===== config.mk =====
export PLATFORM = sky130hd
export DESIGN_NAME = mem_access_unit
export DESIGN_NICKNAME = d
export VERILOG_FILES = /design/src/rtl/mem_access_unit.sv
export SDC_FILE = /design/constraint.sdc
export NUM_CORES = 1
export LEC_CHECK = 0
export ABC_AREA = 1
export BUFFER_PORTS_ARGS = -buffer_cell sky130_fd_sc_hd__buf_2
export CAP_MARGIN = 5
export CORE_AREA = 3 3 174 176
export DETAILED_ROUTE_END_ITERATION = 10
export DIE_AREA = 0 0 177 179
export GPL_ROUTABILITY_DRIVEN = 0
export PLACE_DENSITY_LB_ADDON = 0.2
export SLEW_MARGIN = 20
export SYNTH_ARGS = -nofsm -noshare
export SYNTH_HDL_FRONTEND = slang
export SYNTH_SLANG_ARGS = --single-unit

===== constraint.sdc =====
create_clock -name clk -period 2.2 [get_ports clk]
set_clock_uncertainty 0.15 [all_clocks]
set_input_delay 0.33 -clock clk [delete_from_list [all_inputs] [get_ports clk]]
set_output_delay 0.33 -clock clk [all_outputs]
set_load 0.005 [all_outputs]

===== src/rtl/mem_access_unit.sv =====
// Memory-stage access unit: drives a request/acknowledge data-memory port,
// stalls the pipeline while an access is outstanding and resolves branches.
module mem_access_unit #(
    parameter int N       = 64,
    parameter int TIMEOUT = 16
) (
    input  logic         clk,
    input  logic         reset,
    input  logic         memRead_M,
    input  logic         memWrite_M,
    input  logic         Branch_M,
    input  logic         zero_M,
    input  logic [N-1:0] aluResult_M,
    input  logic [N-1:0] writeData_M,
    output logic         PCSrc_M,
    output logic [N-1:0] readData_M,
    output logic         stall_M,
    output logic         memErr_M,
    output logic         dm_req,
    output logic         dm_we,
    output logic [N-1:0] dm_addr,
    output logic [N-1:0] dm_wdata,
    input  logic [N-1:0] dm_rdata,
    input  logic         dm_ack
);

    localparam int CW = $clog2(TIMEOUT + 1);
    localparam logic [CW-1:0] CntLast = CW'(TIMEOUT - 1);

    typedef enum logic [1:0] {IDLE, REQ, DONE} state_t;

    state_t         r_state;
    state_t         w_next;
    logic [CW-1:0]  r_cnt;
    logic [N-1:0]   r_addr;
    logic [N-1:0]   r_wdata;
    logic [N-1:0]   r_rdata;
    logic           r_we;
    logic           r_err;
    logic           w_access;
    logic           w_aligned;
    logic           w_is_read;
    logic           w_timeout;
    logic           w_stall;
    logic           w_req;

    // A simultaneous read and write is handled as a write.
    assign w_access  = memRead_M | memWrite_M;
    assign w_aligned = (aluResult_M[2:0] == 3'b000);
    assign w_is_read = memRead_M & ~memWrite_M;
    assign w_timeout = (r_cnt == CntLast);

    assign PCSrc_M    = Branch_M & zero_M;
    assign stall_M    = w_stall & reset;
    assign dm_req     = w_req;
    assign dm_we      = r_we;
    assign dm_addr    = r_addr;
    assign dm_wdata   = r_wdata;
    assign readData_M = r_rdata;
    assign memErr_M   = (r_state == DONE) & r_err;

    // State register.
    always_ff @(posedge clk or negedge reset) begin
        if (!reset) begin
            r_state <= IDLE;
        end else begin
            r_state <= w_next;
        end
    end

    // Next-state decode plus stall and request outputs.
    always_comb begin
        w_next  = r_state;
        w_stall = 1'b0;
        w_req   = 1'b0;
        case (r_state)
            IDLE: begin
                if (w_access) begin
                    w_stall = 1'b1;
                    w_next  = w_aligned ? REQ : DONE;
                end
            end
            REQ: begin
                w_stall = 1'b1;
                w_req   = 1'b1;
                if (dm_ack || w_timeout) begin
                    w_next = DONE;
                end
            end
            DONE: begin
                w_next = IDLE;
            end
            default: begin
                w_next = IDLE;
            end
        endcase
    end

    // Request capture, wait counter, load data and error flag.
    always_ff @(posedge clk or negedge reset) begin
        if (!reset) begin
            r_cnt   <= '0;
            r_addr  <= '0;
            r_wdata <= '0;
            r_rdata <= '0;
            r_we    <= 1'b0;
            r_err   <= 1'b0;
        end else begin
            case (r_state)
                IDLE: begin
                    if (w_access) begin
                        if (w_aligned) begin
                            r_addr  <= aluResult_M;
                            r_wdata <= writeData_M;
                            r_we    <= memWrite_M;
                            r_cnt   <= '0;
                            r_err   <= 1'b0;
                        end else begin
                            r_err <= 1'b1;
                            if (w_is_read) begin
                                r_rdata <= '0;
                            end
                        end
                    end
                end
                REQ: begin
                    if (dm_ack) begin
                        r_err <= 1'b0;
                        if (!r_we) begin
                            r_rdata <= dm_rdata;
                        end
                    end else if (w_timeout) begin
                        r_err <= 1'b1;
                        if (!r_we) begin
                            r_rdata <= '0;
                        end
                    end else begin
                        r_cnt <= r_cnt + 1'b1;
                    end
                end
                default: begin
                end
            endcase
        end
    end

endmodule


Yosys cells after proc, flatten, opt, wreduce, memory -nomap -nowiden
Cells that the tools add are included.

cells by class
  add/sub/neg operators = 1
  equal/unequal tests = 12
  mux-type cells = 25
  bitwise operators = 6
  reductions and logical operators = 9

operators by type and width
  cell                                                                    number
  64-bit two-way mux                                                      7
  64-bit one-hot mux with 2 select lines                                  1
  5-bit two-way mux                                                       4
  2-bit != test (second input constant)                                   8
  5-bit one-hot mux with 2 select lines                                   1
  1-bit two-way mux                                                       6
  2-bit two-way mux                                                       3
  3-bit AND reduction                                                     2
  6-bit AND reduction                                                     1
  5-bit by 1-bit adder with 5-bit output (second input constant)          1
  5-bit by 4-bit equality test with 1-bit output (second input constant)  1
  5-bit AND reduction                                                     1
  1-bit AND                                                               4
  1-bit one-hot mux with 2 select lines                                   2
  2-bit one-hot mux with 2 select lines                                   1
  3-bit zero test                                                         1
  3-bit != test (second input constant)                                   1
  2-bit by 1-bit equality test with 1-bit output (second input constant)  1
  2-bit equality test (second input constant)                             1
  2-bit zero test                                                         1
  2-bit AND reduction                                                     1
  2-bit nonzero test                                                      1
  1-bit logical OR                                                        1
  1-bit NOT                                                               1
  1-bit bitwise OR                                                        1

word-level totals
  bits in registers = 201
  input port bits = 199
  word-level logic and storage cells = 60

Longest topological paths before layout
  depth in word-level cells = 6
  depth in mapped cells = 12

Least setup slack after synthesis
Ideal clock, no wire load.

  path kind = register -> register
  start point = reg r_cnt[0]
  end point = reg r_rdata[10] (netlist: readData_M[10])
  setup time = 0.117 ns
  data arrival time = 1.526 ns
  required time = 1.933 ns
  path slack = 0.407 ns
  stages on the path, launching flop included = 13
  buffers on the path = 2
  period minus slack after synthesis = 1.793 ns
  cells stage by stage = dfrtp_1 > ha_1 > nand2_1 > nor2_1 > ha_1 > inv_1 > nand2_1 > nand2_2 > nand2_2 > buf_6 > buf_6 > nand4_1 > nand2_1

on the way
  word-level cells in the longest chain between the ends = 3

RTL lines
  item                                            RTL line  source
  start: declaration                              34        logic [CW-1:0] r_cnt;
  start signal: assignment                        138       r_cnt <= r_cnt + 1'b1;
  5-bit by 4-bit equality test with 1-bit output  51        assign w_timeout = (r_cnt == CntLast);
  3-bit != test (no source line)                  n/a
  6-bit AND reduction (no source line)            n/a
  end signal: assignment                          130       r_rdata <= dm_rdata;
  end: declaration                                37        logic [N-1:0] r_rdata;

Every way passes these cells.
A chain may end at the register's enable or synchronous reset.

Final worst setup path
  start point = in memWrite_M
  end point = out stall_M

on the way
  word-level cells in the longest chain between the ends = 4

RTL lines
  item                                   RTL line  source
  start: declaration                     10        input logic memWrite_M,
  1-bit bitwise OR                       48        assign w_access = memRead_M | memWrite_M;
  1-bit two-way mux                      78        if (w_access) begin
  1-bit one-hot mux with 2 select lines  76        case (r_state)
  1-bit AND                              54        assign stall_M = w_stall & reset;
  end: declaration                       17        output logic stall_M,

Every way passes these cells.

==> results.sh <==
export IMPL_antenna_found_initial=0
export IMPL_cp_max_fo=3
export IMPL_syn_inst=1040
export IMPL_p_clk_share_pct=27.9
export IMPL_total_power_uw=15100
export IMPL_yosysUniqueCellTypes=23
export IMPL_powerDensity_mw_per_mm2=1130
export IMPL_ant_nets=0
export IMPL_nets=1773
export IMPL_clk_latency_ns=0.52
export IMPL_ys_seq_area_share_pct=58.3
export IMPL_rsz0062_at_grt="no"
export IMPL_fmax_ghz=0.494
export IMPL_holdWs_ns=0.0285
export IMPL_use_met2_pct=30.2
export IMPL_initial_core_util_pct=30.0
export IMPL_switching_power_uw=5120
export IMPL_avgSynthCellArea_um2=8.30
export IMPL_die_height_um=179
export IMPL_route_vias_total=8764
export IMPL_grt_pass1_vias=8673
export IMPL_cts_sinks=201
export IMPL_critical_path_class="primary input to output port"
export IMPL_rows=62
export IMPL_worst_slew_pin_slew_ns=0.700
export IMPL_viasPerCell=4.44
export IMPL_cts_root_buf="clkbuf_16"
export IMPL_reg2reg_depth=11
export IMPL_pin_count=396
export IMPL_final_setup_viol_count=0
export IMPL_setup_worst_path_start_class="primary input"
export IMPL_drive_above_1_share_pct=29.5
export IMPL_use_met1_pct=22.2
export IMPL_die_width_um=177
export IMPL_wire_per_inst_um=15.0
export IMPL_maxCapViolations=0
export IMPL_yosys_warnings=0
export IMPL_hold_class="primary input to flop"
export IMPL_tritoncts="yes"
export IMPL_p_int_uw=9980
export IMPL_post_synth_instance_area_mm2=0.00863
export IMPL_grt_overflow=0
export IMPL_hold_viol_final=0
export IMPL_grt_busiest_layer="met2"
export IMPL_hold_depth=5
export IMPL_crit_arrival_ns=1.54
export IMPL_grt_pass1_wl_um=45600
export IMPL_clockBufferDepth=3
export IMPL_synth_seq_cells=201
export IMPL_peakVddDrop_mv=0.493
export IMPL_drcViolationCount=0
export IMPL_n_antenna_cell=0
export IMPL_switching_share_pct=33.9
export IMPL_port_buffers=395
export IMPL_fin_crit_sh_pct=92.0
export IMPL_cts_max_level=1
export IMPL_grtUsageTotal_pct=17.6
export IMPL_dp_hpwl_um=19100
export IMPL_ff2ff_setup_slack_ns=0.21
export IMPL_min_from="dm_rdata[12]"
export IMPL_syn2layout_area_growth_pct=55.2
export IMPL_syn_num_nets=1241
export IMPL_setup_tns_final_ns=0
export IMPL_drt_pass1_iter_count=5
export IMPL_slew_violations=0
export IMPL_reg2reg_from="r_cnt[0]$_DFFE_PN0P_"
export IMPL_cts_buffers=24
export IMPL_status="finished, final reports clean"
export IMPL_hold_end="readData_M[12]$_DFFE_PN0P_"
export IMPL_wirelength_um=29600
export IMPL_r2r_end="readData_M[41]$_DFFE_PN0P_"
export IMPL_initialDrtViolationCount=463
export IMPL_path_clk_slew_ns=0.06
export IMPL_period_needed_ns=2.02
export IMPL_fillers=2831
export IMPL_power_frac_seq_pct=39.7
export IMPL_slew_headroom_pct=53.3
export IMPL_power_leakage_uw=0.00756
export IMPL_combinationalPowerShare_pct=32.3
export IMPL_use_met3_pct=3.24
export IMPL_end_kind="output port"
export IMPL_grt_max_degree=110
export IMPL_die_area_mm2=0.0317
export IMPL_cp_required_ns=1.72
export IMPL_core_mm2=0.0288
sequential cells by signal, summed over array words and instances (netlist names):
| name | cells |
|---|---|
| r_state | 2 |
| dm_wdata | 64 |
| dm_we | 1 |
| readData_M | 64 |
| dm_addr | 64 |
| r_cnt | 5 |
| r_err | 1 |
layout by cell type, fill, tap and decap left out, types with 3 or more instances in the layout:
master,instances
bufinv_16,4
clkinv_2,4
buf_4,8
clkbuf_16,24
buf_12,9
dlygate4sd3_1,161
nand4_1,65
nand3_1,3
nand2_1,589
nor2_1,72
nand2_2,3
clkbuf_8,5
buf_2,394
o21ai_0,6
clkbuf_1,3
inv_1,14
dfrtp_1,200
critical path, stage by stage:
cell and delay (ns):
dlygate4sd3_1 0.55, buf_2 0.12, inv_1 0.05, nand2_2 0.10
nand2_1 0.12, a21boi_1 0.13, buf_2 0.14
per-layer routing:
metal	vias to the layer above	routed length, µm
met4	0	971
met1	4100	12200
li1	4298	-
met5	-	0
met3	67	1840
met2	299	14500
through the flow:
step	worst slack, ns	util (%)	instances	cell area [µm²]
6_report	0.176	46.5	1972	13400
5_1_grt	0.0426	46.5	1972	13400
4_1_cts	0.0496	46.5	1972	13400
3_5_place_dp	0.165	37.9	1768	10900
3_3_place_gp	0.199	37.9	1768	10900
2_1_floorplan	0.407	-	1040	8630
synthesized netlist by cell type, drive strengths merged:
cell type    n  area [µm²]
nand2      593        2230
dfrtp      201        5030
nor2        74         302
nand4       65         407
buf         64         424
inv         16        60.1
nand3        7        62.6
o21ai        7        35.0
clkbuf       5        18.8
a21oi        2        10.0
ha           2        25.0
or2          2        12.5
a21boi       1        7.51
a31oi        1        6.26
power by group through the flow:
stage,Combinational (µW),Sequential (µW),Clock [µW]
after floorplan,2040,6150,0
after global placement,4640,5990,0
after detailed placement,4690,6020,0
after CTS,4950,5990,4360
after global routing,5510,6190,4490
final,4890,6000,4220
worst max path at each step:
stage                         startpoint                          to  depth (start not counted)
global placement    r_cnt[0]$_DFFE_PN0P_   readData_M[2]$_DFFE_PN0P_                         10
floorplan           r_cnt[0]$_DFFE_PN0P_  readData_M[10]$_DFFE_PN0P_                         12
finish                        memWrite_M                     stall_M                          7
global route        r_cnt[0]$_DFFE_PN0P_        r_cnt[1]$_DFFE_PN0P_                          9
CTS                           memWrite_M                     stall_M                          7
detailed placement  r_cnt[0]$_DFFE_PN0P_  readData_M[44]$_DFFE_PN0P_                         10
layout make-up:
type	instances	area, µm²	share of cell area [%]
Clock buffer	31	667	4.98
Clock inverter	11	176	1.32
Inverter	16	61.3	0.458
Multi-Input combinational cell	754	3120	23.3
Sequential cell	201	5030	37.6
Tap cell	384	480	3.59
Timing Repair Buffer	575	3860	28.8
what timing repair did:
item / in CTS / in global routing
hold endpoints to repair: 361 / 0
setup endpoints to repair: 1 / 20
pin swaps: 1 / 0
setup buffers: 1 / 0
gates resized for setup: 1 / 5
hold buffers: 161 / 0
kinds of logic (layout without fill, tap and decap cells):
logic type	count (synthesis)	count (layout)	synth area share [%]
buffers and inverters	85	633	5.83
AO/OA/AOI/OAI	11	11	0.681
adder cells (fa/ha/maj)	2	2	0.290
AND/OR/NAND/NOR	741	741	34.9
flip-flops	201	201	58.3
Power figures use the tool's default switching activity.
